## config.mk

```make
export PLATFORM = sky130hd
export DESIGN_NAME = lc3_sequencer
export DESIGN_NICKNAME = d
export VERILOG_FILES = /design/src/rtl/lc3_pkg.sv /design/src/rtl/lc3_mem_wait.sv /design/src/rtl/lc3_sequencer.sv
export SDC_FILE = /design/constraint.sdc
export NUM_CORES = 1
export LEC_CHECK = 0
export CAP_MARGIN = 20
export CORE_UTILIZATION = 30
export CTS_CLUSTER_SIZE = 30
export DETAILED_ROUTE_END_ITERATION = 8
export SYNTH_ARGS = -nofsm -noshare
export SYNTH_HDL_FRONTEND = slang
export SYNTH_SLANG_ARGS = --single-unit
```

## constraint.sdc

```tcl
create_clock -name CLK -period 5.3 [get_ports CLK]
set_input_delay 1.06 -clock CLK [delete_from_list [all_inputs] [get_ports CLK]]
set_output_delay 1.06 -clock CLK [all_outputs]
set_load 0.02 [all_outputs]
```

## src/rtl/lc3_pkg.sv

```systemverilog
// lc3_pkg: opcode, FSM state and halt-cause constants shared by the LC3 control path.
// Also carries the TRAP vector that stops the core.
package lc3_pkg;

    localparam logic [3:0] OP_BR   = 4'b0000;
    localparam logic [3:0] OP_ADD  = 4'b0001;
    localparam logic [3:0] OP_LD   = 4'b0010;
    localparam logic [3:0] OP_ST   = 4'b0011;
    localparam logic [3:0] OP_JSR  = 4'b0100;
    localparam logic [3:0] OP_AND  = 4'b0101;
    localparam logic [3:0] OP_LDR  = 4'b0110;
    localparam logic [3:0] OP_STR  = 4'b0111;
    localparam logic [3:0] OP_RTI  = 4'b1000;
    localparam logic [3:0] OP_NOT  = 4'b1001;
    localparam logic [3:0] OP_LDI  = 4'b1010;
    localparam logic [3:0] OP_STI  = 4'b1011;
    localparam logic [3:0] OP_JMP  = 4'b1100;
    localparam logic [3:0] OP_RES  = 4'b1101;
    localparam logic [3:0] OP_LEA  = 4'b1110;
    localparam logic [3:0] OP_TRAP = 4'b1111;

    localparam logic [3:0] S_FETCH0  = 4'd0;
    localparam logic [3:0] S_FETCH1  = 4'd1;
    localparam logic [3:0] S_DECODE  = 4'd2;
    localparam logic [3:0] S_EXEC    = 4'd3;
    localparam logic [3:0] S_MEM_IND = 4'd4;
    localparam logic [3:0] S_MEM_RD  = 4'd5;
    localparam logic [3:0] S_MEM_WR  = 4'd6;
    localparam logic [3:0] S_WB      = 4'd7;
    localparam logic [3:0] S_HALT    = 4'd8;
    localparam logic [3:0] S_PAUSE   = 4'd9;

    localparam logic [1:0] ERR_NONE    = 2'd0;
    localparam logic [1:0] ERR_ILLEGAL = 2'd1;
    localparam logic [1:0] ERR_TIMEOUT = 2'd2;

    localparam logic [7:0] TRAP_HALT = 8'h25;

    function automatic logic is_mem_state(input logic [3:0] s);
        return (s == S_MEM_IND) || (s == S_MEM_RD) || (s == S_MEM_WR);
    endfunction

endpackage

```

## src/rtl/lc3_mem_wait.sv

```systemverilog
// lc3_mem_wait: counts MEM_READY-low cycles in a memory state and flags
// the cycle in which the wait budget runs out.
module lc3_mem_wait
    import lc3_pkg::*;
(
    input  logic       clk_i,
    input  logic       rst_i,
    input  logic       start_i,
    input  logic       ready_i,
    input  logic [7:0] limit_i,
    output logic       done_o,
    output logic       timeout_o
);

    logic [7:0] cnt_q, cnt_d;

    always_comb begin
        cnt_d = cnt_q;
        if (start_i) begin
            cnt_d = '0;
        end else if (!ready_i && cnt_q != 8'hFF) begin
            cnt_d = cnt_q + 8'd1;
        end
    end

    always_ff @(posedge clk_i or posedge rst_i) begin
        if (rst_i) begin
            cnt_q <= '0;
        end else begin
            cnt_q <= cnt_d;
        end
    end

    // Ready wins over timeout when both land in the last allowed cycle.
    assign done_o    = ready_i;
    assign timeout_o = !ready_i && (cnt_q == limit_i - 8'd1);

endmodule

```

## src/rtl/lc3_sequencer.sv

```systemverilog
// lc3_sequencer: multi-cycle LC3 control FSM (fetch, decode, memory, writeback, halt).
// Optional single-step pause state is enabled by LC3_SEQ_SINGLE_STEP_EN.
module lc3_sequencer
    import lc3_pkg::*;
#(
    parameter int MEM_TIMEOUT = 15
) (
    input  logic        CLK,
    input  logic        RST,
    input  logic [15:0] IR,
    input  logic [2:0]  NZP,
    input  logic        MEM_READY,
`ifdef LC3_SEQ_SINGLE_STEP_EN
    input  logic        STEP,
`endif
    output logic        PC_LE,
    output logic        IR_LE,
    output logic        PC_CONTROL,
    output logic        RF_WE,
    output logic        CC_LE,
    output logic        MEM_RE,
    output logic        MEM_WE,
    output logic        ADDR_IND,
    output logic        HALTED,
    output logic [1:0]  ERROR,
    output logic [15:0] INSTR_COUNT
);

`ifdef LC3_SEQ_SINGLE_STEP_EN
    localparam logic [3:0] S_RETIRE = S_PAUSE;
`else
    localparam logic [3:0] S_RETIRE = S_FETCH0;
`endif

    logic [3:0]  state_q, state_d;
    logic [1:0]  error_q, error_d;
    logic        halted_q;
    logic [15:0] count_q;
    logic        retire;
    logic        mem_start, mem_done, mem_timeout;
    logic        unused_ir8;

    logic [3:0] op;
    logic       taken, is_alu, is_link;
    logic       is_halt_trap, is_illegal, is_load, is_ind, is_store;

    assign op         = IR[15:12];
    assign unused_ir8 = IR[8];
    assign taken      = |(IR[11:9] & NZP);
    assign is_alu     = (op == OP_ADD) || (op == OP_AND) ||
                        (op == OP_NOT) || (op == OP_LEA);
    assign is_link    = (op == OP_JSR) || (op == OP_TRAP);
    assign is_halt_trap = (op == OP_TRAP) && (IR[7:0] == TRAP_HALT);
    assign is_illegal = (op == OP_RTI) || (op == OP_RES);
    assign is_load    = (op == OP_LD) || (op == OP_LDR);
    assign is_ind     = (op == OP_LDI) || (op == OP_STI);
    assign is_store   = (op == OP_ST) || (op == OP_STR);

    always_comb begin
        state_d = state_q;
        error_d = error_q;
        retire  = 1'b0;
        unique case (state_q)
            S_FETCH0: state_d = S_FETCH1;
            S_FETCH1: state_d = S_DECODE;
            S_DECODE: begin
                unique case (1'b1)
                    is_halt_trap: begin
                        state_d = S_HALT;
                        error_d = ERR_NONE;
                    end
                    is_illegal: begin
                        state_d = S_HALT;
                        error_d = ERR_ILLEGAL;
                    end
                    is_load:  state_d = S_MEM_RD;
                    is_ind:   state_d = S_MEM_IND;
                    is_store: state_d = S_MEM_WR;
                    default:  state_d = S_EXEC;
                endcase
            end
            S_EXEC, S_WB: begin
                state_d = S_RETIRE;
                retire  = 1'b1;
            end
            S_MEM_IND, S_MEM_RD, S_MEM_WR: begin
                if (mem_done) begin
                    if (state_q == S_MEM_IND) begin
                        state_d = (op == OP_LDI) ? S_MEM_RD : S_MEM_WR;
                    end else if (state_q == S_MEM_RD) begin
                        state_d = S_WB;
                    end else begin
                        state_d = S_RETIRE;
                        retire  = 1'b1;
                    end
                end else if (mem_timeout) begin
                    state_d = S_HALT;
                    error_d = ERR_TIMEOUT;
                end
            end
            S_HALT: state_d = S_HALT;
`ifdef LC3_SEQ_SINGLE_STEP_EN
            S_PAUSE: begin
                if (STEP) begin
                    state_d = S_FETCH0;
                end
            end
`endif
            default: state_d = S_FETCH0;
        endcase
    end

    assign mem_start = is_mem_state(state_d) && (state_d != state_q);

    lc3_mem_wait u_wait (
        .clk_i     (CLK),
        .rst_i     (RST),
        .start_i   (mem_start),
        .ready_i   (MEM_READY),
        .limit_i   (8'(MEM_TIMEOUT)),
        .done_o    (mem_done),
        .timeout_o (mem_timeout)
    );

    always_ff @(posedge CLK or posedge RST) begin
        if (RST) begin
            state_q  <= S_FETCH0;
            error_q  <= ERR_NONE;
            halted_q <= 1'b0;
            count_q  <= '0;
        end else begin
            state_q  <= state_d;
            error_q  <= error_d;
            halted_q <= (state_d == S_HALT);
            count_q  <= count_q + {15'd0, retire};
        end
    end

    // Strobes are pure decode of state, so an async reset kills them at once.
    always_comb begin
        PC_LE      = 1'b0;
        IR_LE      = 1'b0;
        PC_CONTROL = 1'b0;
        RF_WE      = 1'b0;
        CC_LE      = 1'b0;
        MEM_RE     = 1'b0;
        MEM_WE     = 1'b0;
        ADDR_IND   = 1'b0;
        unique case (state_q)
            S_FETCH1: begin
                IR_LE = 1'b1;
                PC_LE = 1'b1;
            end
            S_EXEC: begin
                unique case (1'b1)
                    is_alu: begin
                        RF_WE = 1'b1;
                        CC_LE = 1'b1;
                    end
                    (op == OP_BR): begin
                        PC_LE      = taken;
                        PC_CONTROL = taken;
                    end
                    (op == OP_JMP): begin
                        PC_LE      = 1'b1;
                        PC_CONTROL = 1'b1;
                    end
                    is_link: begin
                        RF_WE      = 1'b1;
                        PC_LE      = 1'b1;
                        PC_CONTROL = 1'b1;
                    end
                    default: ;
                endcase
            end
            S_MEM_IND: MEM_RE = 1'b1;
            S_MEM_RD: begin
                MEM_RE   = 1'b1;
                ADDR_IND = (op == OP_LDI);
            end
            S_MEM_WR: begin
                MEM_WE   = 1'b1;
                ADDR_IND = (op == OP_STI);
            end
            S_WB: begin
                RF_WE = 1'b1;
                CC_LE = 1'b1;
            end
            default: ;
        endcase
    end

    assign HALTED      = halted_q;
    assign ERROR       = error_q;
    assign INSTR_COUNT = count_q;

endmodule

```

Yosys cells after proc, flatten, opt, wreduce, memory -nomap -nowiden:

Index checks and enable logic that the tools add are counted.

* register bits: 31
* bits in latches: 0
* RAM bits: 0
* bits in read-only memories: 0
* input port bits: 22
* output and inout bits: 27
* word-level logic and storage cells: 97
* memories kept: 0

* add/subtract/negate cells: 2
* multiply operators: 0
* div/mod/pow operators: 0
* magnitude comparators: 0
* equality and inequality tests: 34
* shift-type cells: 0
* mux-type cells: 28
* bitwise logic cells: 1
* reductions and logical operators: 27

Operator list (number)
* == test 4 x 3 -> 1 bit, second input constant: 11
* == test 4 bit, second input constant: 10
* case mux 4 bit (5 select lines): 1
* adder 16 x 1 -> 16 bit: 1
* == test 4 x 2 -> 1 bit, second input constant: 4
* 2-to-1 mux 8 bit: 2
* case mux 4 bit (4 select lines): 1
* case mux 1 bit (2 select lines): 6
* logical OR 1 bit: 10
* OR reduction 2 bit: 5
* 2-to-1 mux 1 bit: 9
* adder 8 x 1 -> 8 bit, second input constant: 1
* == test 4 x 1 -> 1 bit, second input constant: 2
* == test 8 x 4 -> 1 bit, second input constant: 1
* == test 8 x 6 -> 1 bit, second input constant: 1
* logical NOT 4 bit: 2
* 2-to-1 mux 4 bit: 2
* inequality test 8 bit, second input constant: 1
* case mux 2 bit (2 select lines): 2
* 2-to-1 mux 2 bit: 3
* 2-to-1 mux 3 bit: 2
* OR reduction 3 bit: 2
* logical AND 1 bit: 4
* inequality test 2 bit, second input constant: 2
* 6 further kinds: 7

Depth between registers and ports, before layout:

* word-level depth: 10
* depth in mapped cells: 10
* depth with buffers taken out: 9

Cells and area by module:

Synthesis repeated with hierarchy kept, for this count alone.

* cell total of the unflattened synthesis: 241
* area, all modules: 2212.1 µm²

Modules (own cells, without submodules)
* lc3_sequencer: times used 1, cells each 158, area each 1441.4 µm², seq. area each 575.6 µm²
* lc3_mem_wait: times used 1, cells each 83, area each 770.7 µm², seq. area each 200.2 µm²

Worst setup path before layout:

No wires, ideal clock.

* path type: in2out
* from: in IR[12]
* to: out PC_LE
* data arrival time: 2959 ps
* required time: 4240 ps
* path slack: 1281 ps
* stages on the path: 5
* path buffers: 1
* path through: clkbuf_1 nor2_1 o21ai_0 a2111oi_0 or2_2

* word-level cells in the longest chain between the ends: 5
* elaborated cells on any way between the ends: 8
* classes of those cells: 3 x eq/ne; 2 x mux; 3 x reduce/logical

Ends and longest elaborated chain
* from (decl): RTL line lc3_sequencer.sv:10 `input logic [15:0] IR,`
* == test 4 x 3 -> 1 bit or == test 4 bit (tied branches): RTL line lc3_sequencer.sv:52 `assign is_link = (op == OP_JSR) || (op == OP_TRAP);`
* logical OR 1 bit: RTL line lc3_sequencer.sv:52
* OR reduction 2 bit (no source line)
* case mux 1 bit (2 select lines) (*): RTL line lc3_sequencer.sv:155 `unique case (1'b1)`
* case mux 1 bit (2 select lines) (*): RTL line lc3_sequencer.sv:149 `unique case (state_q)`
* to (decl): RTL line lc3_sequencer.sv:16 `output logic PC_LE,`

Mark *: on every way between the ends. The rest lies on a longest branch, timed or not.

Final worst setup path:

Same ends and word-level chain as after synthesis.

==> summary.txt <==
Finish
  – Antenna diode instance count: 0
  – Layout cell share with drive strength beyond 1: 8.47%
  – # nets final: 273
  – Util after Layout: 42.2%
  – Commonest non-fill, non-tap cell in the layout: clkdlybuf4s50_1
  – Area growth from synthesis to layout: 34.9%
  – Sequential cell area: 776 um2
  – Most frequent cells in the layout: 47 x clkdlybuf4s50_1, 31 x dfrtp_1, 20 x nor2_1
  – Area of the multi-input gates: 0.00102 mm2
  – Filler Cells Inserted: 598

Route
  – DR WL/cell: 13.1 um
  – Iter 0 DRT Violations: between 50 and 60
  – Drt pass-1 iters: 4
  – DRC: 0
  – Post-Route WL: 4240 um
  – Vias: between 1500 and 2000
  – DR vias/cell: 5.07
  – DRT antenna net count: 0

GRT
  – GRT Util Overall: 14.0%
  – Largest net degree at the start of global routing: 32
  – Initial antenna violation count: 0
  – First-pass GRT wire length: 7040 um
  – Gr ovfl total: 0
  – Number of global-route vias before repair: approximately 1600

Timing
  – Slew HR: 61.6%
  – Final Skew: 7.25 ps
  – Final Hold Fails: 0
  – Post-layout minimum cycle time: 4390 ps
  – RSZ-0062 raised after global routing: false
  – Setup violations, final: 0
  – Final period utilization: 82.8%
  – Fin. max-slew vios: 0
  – Max Freq: ~230 MHz
  – Worst slew pin tran: 570 ps
  – Setup TNS: 0 ps

Synthesis
  – Synth area leader: dfrtp_1
  – Largest cells by area after synthesis: dfrtp_1 42%, xnor2_1 5.6%, a21oi_1 4.3%
  – Ys async rst share: between 90% and 100%
  – Main synth FF type: dfrtp_1
  – FF+latch count, synth: 31
  – Post-synthesis cell count: 200
  – Yosys cell types: 48
  – Net count after synthesis: ~230
  – Post-Syn Area: about 0.0019 mm2
  – EDFF count, synth: 0
  – Avg Inst Size Synth: around 9.3 um2
  – Sequential area share after synthesis: 41.6%
  – Synthesis Warnings: 0
  – Share of the synthesized area in the top cell type: 41.6%

Critical path
  – Crit Path Category: input pin to output port
  – CP Cell Sequence: clkdlybuf4s50_1 -> nor2_1 -> o21ai_0 -> a2111oi_0 -> or2_2 -> clkdlybuf4s50_1
  – Family with the most delay on the worst path: buffers and inverters
  – CP required: between 4000 and 5000 ps
  – CP dominant cell by count: clkdlybuf4s50_1
  – Levels on crit path: 6
  – Critical path's slowest cell: clkdlybuf4s50_1
  – Startpoint types: input pin
  – Critical Path AT: around 3300 ps
  – CP endpoint kind: output port
  – FF-to-FF path depth: 6
  – Worst Path Buf+Inv: 2
  – CP max FO: 15
  – Largest stage delay, worst path: roughly 660 ps

CTS
  – CTS tree: done
  – Post-CTS sizing: 0
  – Sinks on the clock net: 31
  – Clock root buffer master: clkbuf_8
  – CTS Buf Count: 5
  – Maximum clock path buffer count: 2
  – Post-CTS Hold Fix Bufs: 0
  – Worst-Skew Late Latency: approximately 290 ps
  – Postcts setup bufs: 0
  – Clock slew at reported path FFs: 70 ps
  – H-tree depth: 2

Floorplanning
  – Overall die area: 0.00654 mm2
  – DIE WIDTH: 80.9 um
  – IO Count: 49
  – Die Y: 80.9 um
  – Initial core utilization: 31.3%
  – Rows: 28
  – CORE AREA: 0.00596 mm2

Placement
  – # port buffers: 47
  – GP Congestion: 0.788
  – Final HPWL DP: around 3000 um

Power
  – Pwr dens: 415 mW/mm2
  – Leakage power total: 1.02 nW
  – Peak VDD IR: 0.173 mV

Worst hold path
  – Hold path depth: 2
  – Type of the most critical hold path: flip-flop to flip-flop

Outcome
  – Outcome: finished clean

Run
  – Max-cap check violation count: 0
## registers in the layout, summed over array words and instances, names as in the netlist
signal,count
HALTED,1
ERROR,2
state_q,4
u_wait.cnt_q,8
INSTR_COUNT,16
## Yosys cell counts (all sizes together) (3+ instances only)
cell and n:
ha 4, buf 5, xor2 9, and3 5, nand4 7, clkbuf 3, a21oi 16, nand2 16
dfrtp 31, nand3b 3, nor3 4, o21ai 4, nor3b 3, nor2 21, o211ai 4, or2 3
xnor2 12, inv 9, nand3 12
## metal layers
metal / track usage (%) / vias up / part of all wire, %
met5: 0 / - / 0
met3: 3.82 / 6 / 7.5
met1: 18.0 / 765 / 48
met4: 6.61 / 0 / 1.6
li1: - / 813 / -
met2: 21.8 / 55 / 43
## worst paths after layout
path                            start              end  slack (ps)
max                            IR[12]            PC_LE         910
min                          ERROR[1]         ERROR[1]         480
max reg2reg                state_q[3]  u_wait.cnt_q[1]        3050
min reg2reg                  ERROR[1]         ERROR[1]         480
max in group asynchronous         RST       state_q[0]        3880
min in group asynchronous         RST  INSTR_COUNT[14]        1140
## cell type report
class                      count  area share (%)
sequential                    31            30.8
clock buffer                   6            3.28
inverter                       9            1.34
multi-input combinational    152            40.4
tap                           75            3.73
timing repair buffer          48            19.0
clock inverter                 2            1.39
## tightest hold or removal path: cells and delay by family (launching register included)
kind,cells,cell delay [ps]
DFF,1,340
and+or+nand+nor,2,110
## through the flow
stage                     instances  instance area [um2]  hold slack (ps)  setup WS [ps]  total power, mW
after floorplan                 200                 1870              545           1280            0.652
after global placement          315                 2400              464            867            0.802
after detailed placement        315                 2400              462            872            0.809
after CTS                       323                 2520              487            866             1.06
after global routing            323                 2520              511            699             1.12
final                           323                 2520              481            910             1.04
## power breakdown
part	switching (mW)	leakage (nW)	total [mW]	internal, mW
Sequential	0.0859	0.408	0.374	0.288
Combinational	0.229	0.550	0.427	0.197
Clock	0.0915	0.0612	0.244	0.152
## cell families after synthesis
group	count (synthesis)	synth area share, %
adder cells (fa/ha/maj)	4	2.68
XOR/XNOR	21	9.86
buffers and inverters	17	3.89
AO/OA/AOI/OAI	41	16.8
AND/OR/NAND/NOR	86	25.2
flip-flops	31	41.6
No activity file was read; power rests on OpenSTA's default activity.
